**config.mk**
```make
export PLATFORM = sky130hd
export DESIGN_NAME = dcache_ctrl
export DESIGN_NICKNAME = d
export VERILOG_FILES = /design/src/rtl/dcache_ctrl.sv
export SDC_FILE = /design/constraint.sdc
export NUM_CORES = 1
export LEC_CHECK = 0
export ABC_AREA = 0
export CAP_MARGIN = 5
export CORE_MARGIN = 2
export CORE_UTILIZATION = 29
export CTS_BUF_LIST = sky130_fd_sc_hd__clkbuf_4
export DETAILED_ROUTE_END_ITERATION = 10
export GPL_TIMING_DRIVEN = 0
export PLACE_DENSITY_LB_ADDON = 0.3
export SLEW_MARGIN = 20
export SYNTH_ARGS = -nofsm -noshare
export SYNTH_HDL_FRONTEND = slang
export SYNTH_SLANG_ARGS = --single-unit
```
**constraint.sdc**
```tcl
create_clock -name CLK -period 6.5 [get_ports CLK]
set_clock_uncertainty 0.2 [all_clocks]
set_input_delay 1.95 -clock CLK [delete_from_list [all_inputs] [get_ports CLK]]
set_output_delay 1.95 -clock CLK [all_outputs]
set_load 0.05 [all_outputs]
```
**src/rtl/dcache_ctrl.sv**
```systemverilog
// Direct-mapped write-back data cache controller for the CPU byte load/store port (8 lines x 4 bytes).
// Latency: hits complete in the request cycle; clean miss stalls 1+N_fetch, dirty miss 1+N_wb+N_fetch.
// Backpressure: BUSYWAIT stalls the CPU during misses; MEM_BUSYWAIT holds WRITEBACK/FETCH until completion.
//
// Ports: CLK, RESET (sync, active-low); CPU side READ/WRITE/ADDRESS/WRITEDATA -> READDATA/BUSYWAIT;
//        memory side MEM_READ/MEM_WRITE/MEM_ADDRESS/MEM_WRITEDATA <- MEM_READDATA/MEM_BUSYWAIT.
// Optional build macro DCACHE_STATS_EN adds saturating HIT_COUNT / MISS_COUNT outputs.
module dcache_ctrl (
    input  logic        CLK,
    input  logic        RESET,
    input  logic        READ,
    input  logic        WRITE,
    input  logic [7:0]  ADDRESS,
    input  logic [7:0]  WRITEDATA,
    output logic [7:0]  READDATA,
    output logic        BUSYWAIT,
    output logic        MEM_READ,
    output logic        MEM_WRITE,
    output logic [5:0]  MEM_ADDRESS,
    output logic [31:0] MEM_WRITEDATA,
    input  logic [31:0] MEM_READDATA,
    input  logic        MEM_BUSYWAIT
`ifdef DCACHE_STATS_EN
    ,
    output logic [15:0] HIT_COUNT,
    output logic [15:0] MISS_COUNT
`endif
);

    typedef enum logic [1:0] {
        S_IDLE      = 2'd0,
        S_WRITEBACK = 2'd1,
        S_FETCH     = 2'd2
    } state_t;

    state_t      state_q, state_d;
    logic [31:0] data_q  [8];
    logic [31:0] data_d  [8];
    logic [2:0]  tag_q   [8];
    logic [2:0]  tag_d   [8];
    logic [7:0]  valid_q, valid_d;
    logic [7:0]  dirty_q, dirty_d;

    logic [2:0]  req_tag;
    logic [2:0]  req_idx;
    logic [1:0]  req_off;
    logic        req;
    logic        hit;

    assign req_tag = ADDRESS[7:5];
    assign req_idx = ADDRESS[4:2];
    assign req_off = ADDRESS[1:0];
    assign req     = READ | WRITE;
    assign hit     = valid_q[req_idx] && (tag_q[req_idx] == req_tag);

    // Read path is purely combinational so a hit costs no stall cycle.
    assign READDATA = data_q[req_idx][{req_off, 3'b000} +: 8];

    always_comb begin
        state_d       = state_q;
        data_d        = data_q;
        tag_d         = tag_q;
        valid_d       = valid_q;
        dirty_d       = dirty_q;
        BUSYWAIT      = 1'b0;
        MEM_READ      = 1'b0;
        MEM_WRITE     = 1'b0;
        MEM_ADDRESS   = ADDRESS[7:2];
        MEM_WRITEDATA = data_q[req_idx];

        case (state_q)
            S_IDLE: begin
                if (req && !hit) begin
                    BUSYWAIT = 1'b1;
                    // dirty is only ever set on a valid line, but keep both for clarity
                    if (valid_q[req_idx] && dirty_q[req_idx]) begin
                        state_d = S_WRITEBACK;
                    end else begin
                        state_d = S_FETCH;
                    end
                end else if (WRITE && hit) begin
                    data_d[req_idx][{req_off, 3'b000} +: 8] = WRITEDATA;
                    dirty_d[req_idx] = 1'b1;
                end
            end
            S_WRITEBACK: begin
                BUSYWAIT    = 1'b1;
                MEM_WRITE   = 1'b1;
                MEM_ADDRESS = {tag_q[req_idx], req_idx};
                if (!MEM_BUSYWAIT) begin
                    state_d = S_FETCH;
                end
            end
            S_FETCH: begin
                BUSYWAIT = 1'b1;
                MEM_READ = 1'b1;
                if (!MEM_BUSYWAIT) begin
                    data_d[req_idx]  = MEM_READDATA;
                    tag_d[req_idx]   = req_tag;
                    valid_d[req_idx] = 1'b1;
                    dirty_d[req_idx] = 1'b0;
                    state_d          = S_IDLE;
                end
            end
            default: begin
                state_d = S_IDLE;
            end
        endcase

        // Reset aborts any transaction: the arrays keep their old contents
        // (no partial fill or store) and the CPU/memory strobes drop at once.
        if (!RESET) begin
            state_d   = S_IDLE;
            data_d    = data_q;
            tag_d     = tag_q;
            valid_d   = '0;
            dirty_d   = '0;
            BUSYWAIT  = 1'b0;
            MEM_READ  = 1'b0;
            MEM_WRITE = 1'b0;
        end
    end

    always_ff @(posedge CLK) begin
        state_q <= state_d;
        valid_q <= valid_d;
        dirty_q <= dirty_d;
        data_q  <= data_d;
        tag_q   <= tag_d;
    end

`ifdef DCACHE_STATS_EN
    logic [15:0] hit_cnt_q, hit_cnt_d;
    logic [15:0] miss_cnt_q, miss_cnt_d;
    logic        just_filled_q, just_filled_d;
    logic        fill_done;
    logic        miss_start;
    logic        hit_done;

    assign fill_done  = (state_q == S_FETCH) && !MEM_BUSYWAIT;
    assign miss_start = (state_q == S_IDLE) && req && !hit;
    assign hit_done   = (state_q == S_IDLE) && req && hit;

    always_comb begin
        just_filled_d = fill_done;
        hit_cnt_d     = hit_cnt_q;
        miss_cnt_d    = miss_cnt_q;
        // The hit that retires a miss right after its fill is not a real hit.
        if (hit_done && !just_filled_q && (hit_cnt_q != 16'hFFFF)) begin
            hit_cnt_d = hit_cnt_q + 16'd1;
        end
        if (miss_start && (miss_cnt_q != 16'hFFFF)) begin
            miss_cnt_d = miss_cnt_q + 16'd1;
        end
    end

    always_ff @(posedge CLK) begin
        if (!RESET) begin
            hit_cnt_q     <= '0;
            miss_cnt_q    <= '0;
            just_filled_q <= 1'b0;
        end else begin
            hit_cnt_q     <= hit_cnt_d;
            miss_cnt_q    <= miss_cnt_d;
            just_filled_q <= just_filled_d;
        end
    end

    assign HIT_COUNT  = hit_cnt_q;
    assign MISS_COUNT = miss_cnt_q;
`endif

endmodule
```
* Word-level counts from Yosys, hierarchy flattened
Cells that the tools add are included.
W data, S select, Z words.
** Cells by class
- $add $sub $neg :: 1
- Magnitude comparators :: 4
- Equal/unequal tests :: 8
- Shifts and indexed selects :: 3
- Mux-type cells :: 42
- Bitwise gates (word level) :: 7
- Reductions and logical operators :: 15
** Operators with widths (count)
- $mux W256 :: 3
- $bwmux W256 :: 2
- $pmux W256 S2 :: 1
- $demux W32 S3 :: 2
- $mux W32 :: 4
- $bmux W32 S3 :: 1
- $shift A8 B7 Y32 const A :: 1
- $shiftx A32 B6 Y8 :: 1
- $shiftx A8 B7 Y32 :: 1
- $bwmux W24 :: 1
- $mux W8 :: 3
- $or A8 B8 Y8 :: 2
- $pmux W8 S2 :: 1
- $ne A2 B2 Y1 const B :: 5
- $bmux W3 S3 :: 1
- $demux W3 S3 :: 1
- $mux W1 :: 9
- $mux W3 :: 3
- $and A8 B8 Y8 :: 1
- $mux W2 :: 4
- $not A8 Y8 :: 1
- $neg A5 Y7 :: 1
- $bmux W1 S3 :: 2
- $logic_and A1 B1 Y1 :: 6
- other kinds (22) :: 23
** Storage, ports and cells
- Register bits after elaboration :: 298
- Bits of input ports :: 53
- Output and inout port bits :: 49
- Word-level logic and storage cells :: 99

* Longest topological paths before layout
- Depth after elaboration :: 11
- Mapped depth :: 10
- Mapped depth without buffers :: 7

* Worst setup path after synthesis
No wires, ideal clock.
- Kind :: input to output
- Start :: input ADDRESS[3]
- End :: output READDATA[4]
- Arrival time :: 4768 ps
- Required time :: 4350 ps
- Slack :: -418 ps
- Cell stages on the path :: 8
- Buffers on the path :: 4
- Cell sequence :: buf_6 > buf_4 > buf_4 > nor2_2 > buf_2 > a221oi_1 > o21ai_0 > mux4_2
** Between the ends
- Word-level cells in the longest chain between the ends :: 5
** Ends and longest elaborated chain
- start: declaration :: line 13 : input logic [7:0] ADDRESS,
- $not A3 Y4
- $bmux W32 S3
- $mux W32 (2 in series)
- net MEM_WRITEDATA[28] :: line 20 : output logic [31:0] MEM_WRITEDATA,
- $shiftx A32 B6 Y8 :: line 57 : assign READDATA = data_q[req_idx][{req_off, 3'b000} +: 8];
- end: declaration :: line 15 : output logic [7:0] READDATA,
The timed path passes the listed nets, and every way through them passes these cells. The select of a mux whose other input is x is not followed.

* Worst setup path after layout
- Start :: input ADDRESS[2]
- End :: output READDATA[3]
** Between the ends
- Word-level cells in the longest chain between the ends :: 5
** Ends and longest elaborated chain (line)
- $not A3 Y4 (not written as such) :: 57
- $bmux W32 S3 :: 57
- $mux W32 (not written as such) (2 in series) :: 57
- $shiftx A32 B6 Y8 :: 57
Every way passes these cells. The select of a mux whose other input is x is not followed.

==> reports/metrics.cfg <==
[setup_path]
critPathRequiredTime_ns=4.35
critPathMaxFanout=11
path_class=in2out
arrival_ns=4.38
setup.worst_path.end_class=output pin
crit_path_start_kind=input pin

[placed_design]
place_ws_ns=-2.16
gp_congestion=0.927
numPortBuffers=100
dp_hpwl_mm=37.4
place_area_um2=15700

[status]
failed_checks=setup timing
outcome=finished with violations

[synth]
yosysWarnings=0
avgSynthCellArea_um2=12.5
synth.net_count=1173
ys_seq_elements=298
syn_inst=1111
async_reset_ff_frac=0
synth-edff-count=280
ys.flop_type=edfxtp_1
seq_area_frac_synth=0.634
synth_area_um2=13800
yosysUniqueCellTypes=66

[detailed_routing]
dr.pass1.iters=8
vias=11500
ant_nets=0
routed_wl_mm=56.7
drc=0
avgRoutedWirePerCell_um=28.3
detail_route.vias_per_cell=5.72
drt_iter0_drc=1634

[flow_run]
cap_viol_max_count=0

[power]
powerDensity_nw_per_um2=250
p_total_w=0.00440
ir_worst_vdd_mv=0.103
power.leakage_nw=5.41

[final_layout]
design_area_um2=17600
layout_common_cells=nor2_1 (301), edfxtp_1 (280), clkbuf_4 (117), a22oi_1 (60), buf_4 (56)
drive_gt1_frac=0.263
nFillCells=4693
fin_nets=1403
area_delta_synth_final_pct=27.3
mostFrequentLayoutCell=nor2_1

[clock_tree]
clk_latency_ns=0.72
clk_pin_slew_worst_paths_ns=0.07
root_buffer=clkbuf_4
cts_tree=yes
cts_buffers=77
clk_path_buf_depth=3
htree_levels=3
clock_sinks=298
cts_hold_buf=0

[global_routing]
grt_overflow=0
grt_max_degree=12
antenna_found_initial=3
globalRouteTotalUtil=0.225
grt_pass1_vias=11300
grt_pass1_wl_mm=79.3

[die]
ios=102
die_h_um=222
core.rowCount=80
fp.dieW_um=222
initial_utilization=0.292
core_um2=47400
die-area_um2=49500

[timing]
final.setup.worst_slack_ns=-0.0270
max-slew-margin-rel=0.250
timing.setup.tns_ns=-0.0270
drv_slew=0
max_freq_mhz=153
worst_pin_slew_ns=1.12
fin_crit_sh=1.00
hold_violations=0
period_minus_slack_ns=6.53
grt_setup_unrepaired=yes
setup_violations=1

[worst_hold_path]
min_path_type=reg2reg

-- where the power goes --
group / switching [W] / internal, W / total [W]
registers: 0.00000359 / 0.00209 / 0.00209
logic: 0.000524 / 0.000241 / 0.000766
clock network: 0.000781 / 0.000765 / 0.00155
total: 0.00131 / 0.00309 / 0.00440
-- per-layer routing --
metal	vias up	part of all wire	track usage
met4	0	0.047	0.106
met5	-	0	0
met1	5714	0.40	0.297
li1	4732	-	-
met2	838	0.43	0.338
met3	181	0.12	0.0678
-- worst paths after layout --
kind,depth (start not counted),slack [ns],startpoint,to
hold reg to reg,1,0.25,valid_q[1]$_SDFFE_PN0P_,valid_q[1]$_SDFFE_PN0P_
hold / removal,1,0.25,valid_q[1]$_SDFFE_PN0P_,valid_q[1]$_SDFFE_PN0P_
setup reg to reg,6,3.05,state_q[0]$_SDFFE_PN0P_,data_q[200]$_DFFE_PP_
setup / recovery,9,-0.03,ADDRESS[2],READDATA[3]
-- synth_stat cells, drive strengths merged (3+ instances only) --
library cell    n  share of area
nand3          20         0.0081
nor2b           4         0.0024
and3            3         0.0014
mux4           12          0.020
nand3b          3         0.0016
edfxtp        280           0.61
a222oi          4         0.0029
a31oi           3         0.0029
o22ai           5         0.0023
o311ai         16          0.010
buf            32          0.019
mux2i          19          0.014
a22oi          62          0.034
dfxtp          18          0.026
nand2b          4         0.0018
clkbuf         49          0.013
mux2           44          0.036
nor2          312          0.086
a22o            4         0.0025
o211ai          9         0.0052
and3b           3         0.0019
a21oi          15         0.0054
a221o           4         0.0029
a221oi         46          0.030
nor3           11         0.0061
inv            13         0.0035
nor3b           3         0.0024
and2            9         0.0041
a21o            9         0.0049
o21ai          30          0.011
nand2          34         0.0092
ha              9         0.0081
-- metrics by stage --
step           instances  hold WS, ns   util
2_1_floorplan       1111        0.219      -
3_3_place_gp        1826        0.228  0.330
3_5_place_dp        1828        0.240  0.331
4_1_cts             1994        0.256  0.368
5_1_grt             2003        0.278  0.371
6_report            2005        0.255  0.371
-- cell families (layout without fill, tap and decap cells) --
family,Yosys count,after routing,synth area share
multiplexers,75,75,0.0691
AND/OR/NAND/NOR,412,414,0.129
buffers and inverters,94,368,0.0358
flip-flops,298,298,0.634
AO/OA/AOI/OAI,223,223,0.125
adder cells (fa/ha/maj),9,9,0.00814
other,0,3,0
-- registers in the layout (all words and copies together) (netlist names), named ones only --
register and cells:
state_q 2, valid_q 8, tag_q 24, data_q 256
-- area by class of cell --
class / instances / area, um^2 / area share
antenna: 3 / 7.51 / 0.000426
timing repair buffer: 151 / 1490 / 0.0848
sequential: 298 / 8770 / 0.498
tap: 615 / 769 / 0.0437
multi-input combinational: 721 / 4990 / 0.283
clock buffer: 109 / 818 / 0.0465
buffer: 79 / 651 / 0.0369
inverter: 13 / 57.6 / 0.00327
clock inverter: 16 / 63.8 / 0.00362
-- critical path, stage by stage --
cell      delay (ns)
buf_4           0.16
buf_12          0.16
buf_6           0.18
clkbuf_4        0.28
buf_4           0.26
a222oi_1        0.44
o21ai_2         0.17
mux4_2          0.57
buf_8           0.19
-- timing repair --
item	4_1_cts	5_1_grt
gates resized for setup	231	24
cloned	6	0
endpoints found under the hold margin	0	0
pin swaps	17	4
setup buffers	37	8
setup endpoints to repair	44	15
(Power assumes the default switching activity.)
